### src/rtl/tt_wb_ctrl_seq.sv
// rtl/tt_wb_ctrl_seq.sv - Wishbone-programmed reset/increment/enable sequencer for the tt_top mux control spine
module tt_wb_ctrl_seq #(
  parameter int unsigned SEL_W    = 10,
  parameter int unsigned PULSE_W  = 2,
  parameter logic [31:0] BASE_ADR = 32'h3000_0000
) (
  input  logic        clk,
  input  logic        rst_n,
  input  logic        wbs_stb_i,
  input  logic        wbs_cyc_i,
  input  logic        wbs_we_i,
  input  logic [3:0]  wbs_sel_i,
  input  logic [31:0] wbs_adr_i,
  input  logic [31:0] wbs_dat_i,
  output logic        wbs_ack_o,
  output logic [31:0] wbs_dat_o,
  output logic        ctrl_sel_rst_n,
  output logic        ctrl_sel_inc,
  output logic        ctrl_ena,
  output logic        irq
);

  localparam int unsigned   TW     = (PULSE_W > 1) ? $clog2(PULSE_W) : 1;
  localparam logic [TW-1:0] T_LAST = TW'(PULSE_W - 1);

  localparam logic [2:0] S_IDLE   = 3'd0;
  localparam logic [2:0] S_RST    = 3'd1;
  localparam logic [2:0] S_INC_HI = 3'd2;
  localparam logic [2:0] S_INC_LO = 3'd3;
  localparam logic [2:0] S_ENA    = 3'd4;

  localparam logic [1:0] R_CTRL   = 2'd0;
  localparam logic [1:0] R_STATUS = 2'd1;
  localparam logic [1:0] R_ABORT  = 2'd2;

  logic [2:0]       state_q, state_d;
  logic [TW-1:0]    timer_q, timer_d;
  logic [SEL_W-1:0] sel_q, sel_d;
  logic [SEL_W-1:0] cnt_q, cnt_d;
  logic             ena_req_q, ena_req_d;
  logic             irq_en_q, irq_en_d;
  logic             done_q, done_d;
  logic             err_q, err_d;
  logic             ack_q, ack_d;
  logic [31:0]      dat_q, dat_d;
  logic             sel_rst_n_q, sel_rst_n_d;
  logic             inc_q, inc_d;
  logic             ena_q, ena_d;
  logic             irq_q, irq_d;

  logic             req;
  logic             wr;
  logic             busy;
  logic             phase_end;
  logic [SEL_W-1:0] cnt_inc;
  logic [31:0]      lane_mask;
  logic [31:0]      rdata;
  logic             unused_bits;

  assign unused_bits = ^{wbs_adr_i[1:0], wbs_dat_i};

  always_comb begin
    req       = wbs_stb_i & wbs_cyc_i & (wbs_adr_i[31:4] == BASE_ADR[31:4]) & ~ack_q;
    wr        = req & wbs_we_i;
    busy      = (state_q != S_IDLE);
    phase_end = (timer_q == T_LAST);
    cnt_inc   = cnt_q + 1'b1;
    lane_mask = {{8{wbs_sel_i[3]}}, {8{wbs_sel_i[2]}}, {8{wbs_sel_i[1]}}, {8{wbs_sel_i[0]}}};

    rdata = '0;
    case (wbs_adr_i[3:2])
      R_CTRL: begin
        rdata[SEL_W-1:0] = sel_q;
        rdata[16]        = ena_req_q;
        rdata[17]        = irq_en_q;
      end
      R_STATUS: begin
        rdata[0]          = busy;
        rdata[1]          = done_q;
        rdata[2]          = err_q;
        rdata[16 +: SEL_W] = cnt_q;
      end
      default: rdata = '0;
    endcase

    ack_d       = req;
    dat_d       = (req & ~wbs_we_i) ? rdata : 32'd0;
    state_d     = state_q;
    timer_d     = timer_q;
    sel_d       = sel_q;
    cnt_d       = cnt_q;
    ena_req_d   = ena_req_q;
    irq_en_d    = irq_en_q;
    done_d      = done_q;
    err_d       = err_q;
    sel_rst_n_d = sel_rst_n_q;
    inc_d       = inc_q;
    ena_d       = ena_q;

    if (busy) timer_d = phase_end ? '0 : timer_q + 1'b1;

    case (state_q)
      S_IDLE: ;
      S_RST: if (phase_end) begin
        sel_rst_n_d = 1'b1;
        if (sel_q != '0) begin
          state_d = S_INC_HI;
          inc_d   = 1'b1;
        end else begin
          state_d = S_ENA;
          ena_d   = ena_req_q;
        end
      end
      S_INC_HI: if (phase_end) begin
        state_d = S_INC_LO;
        inc_d   = 1'b0;
      end
      S_INC_LO: if (phase_end) begin
        cnt_d = cnt_inc;
        if (cnt_inc < sel_q) begin
          state_d = S_INC_HI;
          inc_d   = 1'b1;
        end else begin
          state_d = S_ENA;
          ena_d   = ena_req_q;
        end
      end
      S_ENA: begin
        state_d = S_IDLE;
        done_d  = 1'b1;
      end
      default: state_d = S_IDLE;
    endcase

    // Register writes override the sequencer; a done-clear loses to the ENA set.
    if (wr) begin
      case (wbs_adr_i[3:2])
        R_CTRL: begin
          if (busy) begin
            err_d = 1'b1;
            if (wbs_sel_i[2]) irq_en_d = wbs_dat_i[17];
          end else begin
            sel_d = (sel_q & ~lane_mask[SEL_W-1:0]) | (wbs_dat_i[SEL_W-1:0] & lane_mask[SEL_W-1:0]);
            if (wbs_sel_i[2]) begin
              ena_req_d = wbs_dat_i[16];
              irq_en_d  = wbs_dat_i[17];
            end
            done_d      = 1'b0;
            cnt_d       = '0;
            state_d     = S_RST;
            timer_d     = '0;
            sel_rst_n_d = 1'b0;
            inc_d       = 1'b0;
            ena_d       = 1'b0;
          end
        end
        R_STATUS: begin
          if (wbs_dat_i[1] && (state_q != S_ENA)) done_d = 1'b0;
          if (wbs_dat_i[2]) err_d = 1'b0;
        end
        R_ABORT: begin
          state_d     = S_IDLE;
          timer_d     = '0;
          sel_rst_n_d = 1'b0;
          inc_d       = 1'b0;
          ena_d       = 1'b0;
        end
        default: ;
      endcase
    end

    irq_d = done_d & irq_en_d;
  end

  always_ff @(posedge clk or negedge rst_n) begin
    if (!rst_n) begin
      state_q     <= S_IDLE;
      timer_q     <= '0;
      sel_q       <= '0;
      cnt_q       <= '0;
      ena_req_q   <= 1'b0;
      irq_en_q    <= 1'b0;
      done_q      <= 1'b0;
      err_q       <= 1'b0;
      ack_q       <= 1'b0;
      dat_q       <= '0;
      sel_rst_n_q <= 1'b0;
      inc_q       <= 1'b0;
      ena_q       <= 1'b0;
      irq_q       <= 1'b0;
    end else begin
      state_q     <= state_d;
      timer_q     <= timer_d;
      sel_q       <= sel_d;
      cnt_q       <= cnt_d;
      ena_req_q   <= ena_req_d;
      irq_en_q    <= irq_en_d;
      done_q      <= done_d;
      err_q       <= err_d;
      ack_q       <= ack_d;
      dat_q       <= dat_d;
      sel_rst_n_q <= sel_rst_n_d;
      inc_q       <= inc_d;
      ena_q       <= ena_d;
      irq_q       <= irq_d;
    end
  end

  assign wbs_ack_o      = ack_q;
  assign wbs_dat_o      = dat_q;
  assign ctrl_sel_rst_n = sel_rst_n_q;
  assign ctrl_sel_inc   = inc_q;
  assign ctrl_ena       = ena_q;
  assign irq            = irq_q;

endmodule

### config.mk
export PLATFORM = sky130hd
export DESIGN_NAME = tt_wb_ctrl_seq
export DESIGN_NICKNAME = d
export VERILOG_FILES = /design/src/rtl/tt_wb_ctrl_seq.sv
export SDC_FILE = /design/constraint.sdc
export NUM_CORES = 1
export LEC_CHECK = 0
export BUFFER_PORTS_ARGS = -buffer_cell sky130_fd_sc_hd__buf_2
export CAP_MARGIN = 10
export CORE_AREA = 2 2 109 69
export CTS_CLUSTER_SIZE = 10
export DETAILED_ROUTE_END_ITERATION = 16
export DIE_AREA = 0 0 111 71
export PLACE_DENSITY = 0.69
export SETUP_SLACK_MARGIN = 0.15
export SLEW_MARGIN = 20
export SYNTH_ARGS = -nofsm -noshare
export SYNTH_HDL_FRONTEND = slang
export SYNTH_SLANG_ARGS = --single-unit
### constraint.sdc
create_clock -name clk -period 4.6 [get_ports clk]
set_input_delay 0 -clock clk [delete_from_list [all_inputs] [get_ports clk]]
set_output_delay 0 -clock clk [all_outputs]
set_load 0.03 [all_outputs]
Yosys cells after proc, flatten, opt, wreduce, memory -nomap -nowiden
Cells that the tools add are included.
{ "word_totals": {"inputBits": 73, "output_inout_bits": 37, "wordCells": 106, "register_bits": 59} }
{ "op_classes": {"eq_ne": 10, "muxes": 57, "add_sub_neg": 2, "n_bitwise": 13, "reduce_logical": 9, "magnitude_cmp": 1} }
{ "ops": {"columns": ["cell", "n"], "rows": [
  ["10-bit 2-to-1 mux", 5],
  ["1-bit 2-to-1 mux", 30],
  ["28-bit by 26-bit == test with 1-bit output, second input constant", 1],
  ["26-bit 2-to-1 mux", 1],
  ["3-bit 2-to-1 mux", 7],
  ["10-bit bitwise AND", 2],
  ["1-bit one-hot mux with 2 select lines", 7],
  ["3-bit one-hot mux with 2 select lines", 2],
  ["3-bit one-hot mux with 4 select lines", 1],
  ["10-bit by 1-bit adder with 10-bit output, second input constant", 1],
  ["10-bit less-than comparator", 1],
  ["10-bit inverter", 1],
  ["10-bit OR", 1],
  ["10-bit nonzero test", 1],
  ["8-bit 2-to-1 mux", 1],
  ["4-bit AND reduction", 2],
  ["7-bit 2-to-1 mux", 1],
  ["1-bit bitwise AND", 6],
  ["3-bit by 2-bit == test with 1-bit output, second input constant", 2],
  ["2-bit != test, second input constant", 2],
  ["2-bit one-hot mux with 2 select lines", 1],
  ["3-bit by 1-bit == test with 1-bit output, second input constant", 1],
  ["3-bit == test, second input constant", 1],
  ["3-bit logical NOT", 1],
  ["11 further kinds", 13]
]} }

Depth between registers and ports, before layout
{ "logic_depth": {"word_depth": 8, "ltp_mapped": 11, "mapped_depth_nobuf": 11} }

Worst setup path after synthesis
Ideal clock, no wire load.
{ "synth_timing": {"path_type": "reg2reg", "startpoint": "register cnt_q[2]", "endpoint": "register state_q[1]", "setup_time_ns": 0.101, "n_path_buf": 1, "t_required_ns": 4.499, "synth_period_minus_slack_ns": 2.543, "t_arrival_ns": 2.442, "stages_incl_launch_ff": 12, "setup_slack_ns": 2.057, "cell_sequence": "dfrtp_1 > nand3_1 > or3_1 > clkbuf_1 > nor2_1 > xor2_1 > ha_1 > a21oi_1 > o21ai_0 > nor3_1 > nor2_1 > nor4_1"} }
{ "synth_via": {"elab_chain_len": 8} }
{ "synth_lines": {"columns": ["item", "line", "source"], "rows": [
  ["from (decl)", "39", "logic [SEL_W-1:0] cnt_q, cnt_d;"],
  ["from (signal assigned)", "195", "cnt_q <= cnt_d;"],
  ["10-bit by 1-bit adder with 10-bit output *", "67", "cnt_inc = cnt_q + 1'b1;"],
  ["10-bit less-than comparator *", "120", "if (cnt_inc < sel_q) begin"],
  ["3-bit 2-to-1 mux *", "120", null],
  ["3-bit 2-to-1 mux *", "118", "S_INC_LO: if (phase_end) begin"],
  ["3-bit one-hot mux with 4 select lines *", "102", "case (state_q)"],
  ["3-bit 2-to-1 mux", "139", "if (busy) begin"],
  ["3-bit one-hot mux with 2 select lines", "137", "case (wbs_adr_i[3:2])"],
  ["3-bit 2-to-1 mux *", "136", "if (wr) begin"],
  ["named net state_d[1]", "36", "logic [2:0] state_q, state_d;"],
  ["to (signal assigned)", "192", "state_q <= state_d;"],
  ["to (decl)", "36", null]
]} }
Mark *: on every way through the listed nets, which the timed path passes. The rest lies on a longest branch.
A chain may end at the register's enable or synchronous reset.

Final worst setup path
{ "layout_timing": {"startpoint": "register cnt_q[0]", "endpoint": "register state_q[1]"} }
The elaborated chain is that of the path after synthesis.

==> impl_metrics.json <==
{
  "grt_pass1_vias": 2123,
  "syn_inst": 266,
  "synth_mux_area_frac": 0.0801,
  "h-tree-depth": 2,
  "synth_top_cell_by_area": "dfrtp_1",
  "cp.required_ns": 4.80,
  "grt_first_pass_wirelength_um": 10800,
  "finalClockSkew_ns": 0.00438,
  "final_max_slew_viol_count": 0,
  "critPathMaxStageDelay_ns": 0.56,
  "drt_iter0_markers": 145,
  "dp_hpwl_um": 4700,
  "fmax_mhz": 328,
  "coreArea_um2": 6940,
  "tightest_slew_ns": 0.978,
  "pwr-share-clk": 0.410,
  "grt_max_degree": 54,
  "period_share": 0.663,
  "synthAdderAreaFrac": 0.0495,
  "io_buffers": 74,
  "cap_violations": 0,
  "insertion_delay_ns": 0.29,
  "synth_most_common_cell": "dfrtp_1",
  "ir_worst_vdd_mv": 0.130,
  "synth_compound_area_frac": 0.0770,
  "hold_violations": 0,
  "synth_area_leaders": "dfrtp_1 48%, ha_1 5.0%, mux2_4 3.8%, buf_4 3.2%, nand2_1 2.3%",
  "routedWlPerCell_um": 14.3,
  "rsz0062_at_grt": "false",
  "syn2layout_area_growth_pct": 24.3,
  "hold_class": "in2reg",
  "reg2reg_to": "state_q[1]$_DFF_PN0_",
  "cts_made_buffers": 5,
  "synth-seq-cells": 53,
  "crit_path_max_fanout": 5,
  "syn_area_um2": 2780,
  "power_density_nw_per_um2": 259,
  "multi_input_area_um2": 1310,
  "cts_resized": 0,
  "initial_core_util": 0.401,
  "numClockSinks": 53,
  "path_class": "reg2reg",
  "fp-row-count": 24,
  "detail-route-antenna-nets": 0,
  "post-place-ws_ns": 1.56,
  "yosysUniqueCellTypes": 47,
  "synth_xor_area_frac": 0.0410,
  "grt_overflow": 0,
  "yosysWarnings": 0,
  "die-height_um": 71,
  "cts_buffer_depth": 2,
  "synth_edf_count": 0,
  "final-setup-viol-count": 0,
  "p_leak_nw": 1.73,
  "yosysSeqAreaShare": 0.477,
  "avgSynthCellArea_um2": 10.5,
  "finalSetupTns_ns": 0,
  "routed_via_density": 5.03,
  "drc": 0,
  "critPathSlowestCell": "nor3_1",
  "cp-startpoint": "cnt_q[0]$_DFF_PN0_",
  "status": "finished clean",
  "end_kind": "flop",
  "fin_nets": 435,
  "clk_pin_slew_ns": 0.07,
  "crit_end": "state_q[1]$_DFF_PN0_",
  "synth_top_area_frac": 0.477,
  "seqCellArea_um2": 1330,
  "async_reset_ff_frac": 1.00,
  "ff2ff_path_depth": 10,
  "worst-r2r-setup-slack_ns": 1.55,
  "tritoncts": "yes",
  "arrival_ns": 3.24,
  "internal_power_mw": 0.695,
  "whs_path_depth": 3,
  "grt_antenna_before_repair": 0,
  "cts_root_buf": "clkbuf_16",
  "crit-reg2reg-launch": "cnt_q[0]$_DFF_PN0_",
  "min_period_ns": 3.05,
  "pin_count": 110,
  "cp_common_cell": "nor2_1",
  "synth_top_family_by_area": "simple AND/OR/NAND/NOR gates",
  "drive_above_1_share": 0.287,
  "drt_wl_total_um": 6320,
  "grt_usage": 0.174,
  "die_area_um2": 7880,
  "maxSlewHeadroom": 0.343,
  "die_x_um": 111,
  "seqPwrFrac": 0.520,
  "p_switching_mw": 0.201,
  "num-fill-cells": 630,
  "ys.flop_type": "dfrtp_1",
  "gp_congestion": 0.815,
  "cp-start-kind": "flop",
  "synthSimpleGateAreaFrac": 0.206,
  "swShare": 0.224,
  "vias": 2229,
  "worstPathCellList": "nand3_1, or3_1, nor2_1, xor2_1, ha_1, a21oi_1, o21ai_0, nor3_1, nor2_1, nor4_1",
  "dr.pass1.iters": 4,
  "fin_ws_ns": 1.55,
  "ys_top_cells_by_count": "53 x dfrtp_1, 17 x nand2_1, 17 x nor2_1",
  "diodes": 0,
  "p_comb_frac": 0.070
}
metal layers:
metal	up-vias	global-route usage	routed length [µm]	part of all wire
met5	-	0	0	0
met4	0	0.0681	116	0.018
met3	11	0.0480	423	0.067
met2	72	0.241	2690	0.43
met1	1072	0.258	3090	0.49
li1	1074	-	-	-
cells in the final DEF, fill, tap and decap left out, drive strengths merged, types with 9 or more instances in the layout:
master       instances
nor2                18
ha                  11
and2                 9
a21oi               11
buf                 75
dlygate4sd3         13
nand2               18
nor3                12
inv                 16
conb                12
nor4                11
mux2                13
dfrtp               53
power groups by stage:
stage / Sequential (mW) / Clock [mW] / Combinational, mW
after floorplan: 0.475 / 0 / 0.0292
after global placement: 0.475 / 0 / 0.0534
after detailed placement: 0.475 / 0 / 0.0542
after CTS: 0.466 / 0.376 / 0.0630
after global routing: 0.465 / 0.403 / 0.0688
final: 0.466 / 0.367 / 0.0625
worst min path at each step:
stage                  from                          to  slack [ns]
6_report       wbs_sel_i[2]       ena_req_q$_DFFE_PN0P_        0.03
5_1_grt        wbs_sel_i[2]       ena_req_q$_DFFE_PN0P_        0.04
4_1_cts        wbs_sel_i[2]       ena_req_q$_DFFE_PN0P_        0.03
3_5_place_dp          rst_n      wbs_dat_o[2]$_DFF_PN0_        0.16
3_3_place_gp          rst_n      wbs_dat_o[2]$_DFF_PN0_        0.17
2_1_floorplan         rst_n  asynchronous set/reset pin       -0.30
layout make-up:
class,instances,share of cell area
Inverter,16,0.0174
Multi-Input combinational cell,187,0.378
Clock buffer,7,0.0384
Sequential cell,53,0.384
Timing Repair Buffer,88,0.147
Tap cell,91,0.0330
Clock inverter,1,0.00217
metrics by stage:
stage	power (mW)	cells	hold WS [ns]	utilization	area [µm²]
floorplan	0.504	277	-0.296	-	2820
global placement	0.528	422	0.166	0.459	3180
detailed placement	0.529	422	0.162	0.459	3180
CTS	0.905	443	0.0274	0.498	3450
global route	0.937	443	0.0434	0.498	3450
finish	0.895	443	0.0317	0.498	3450
repair_timing:
| item | in CTS | in global routing |
|---|---|---|
| setup buffers | 0 | 0 |
| hold endpoints to repair | 66 | 0 |
| hold buffers | 13 | 0 |
critical path: cells and delay by family (launching register included):
family	cells	cell delay, ns
simple gates	6	1.78
flops	1	0.45
fa+ha+maj	1	0.28
compound gates	2	0.27
xor+xnor	1	0.17
cells by family after synthesis:
group	count (synthesis)
compound gates	34
xor+xnor	13
fa+ha+maj	11
buf+inv	37
flops	53
mux	18
other cells	1
simple gates	99
Power figures use the tool's default switching activity.
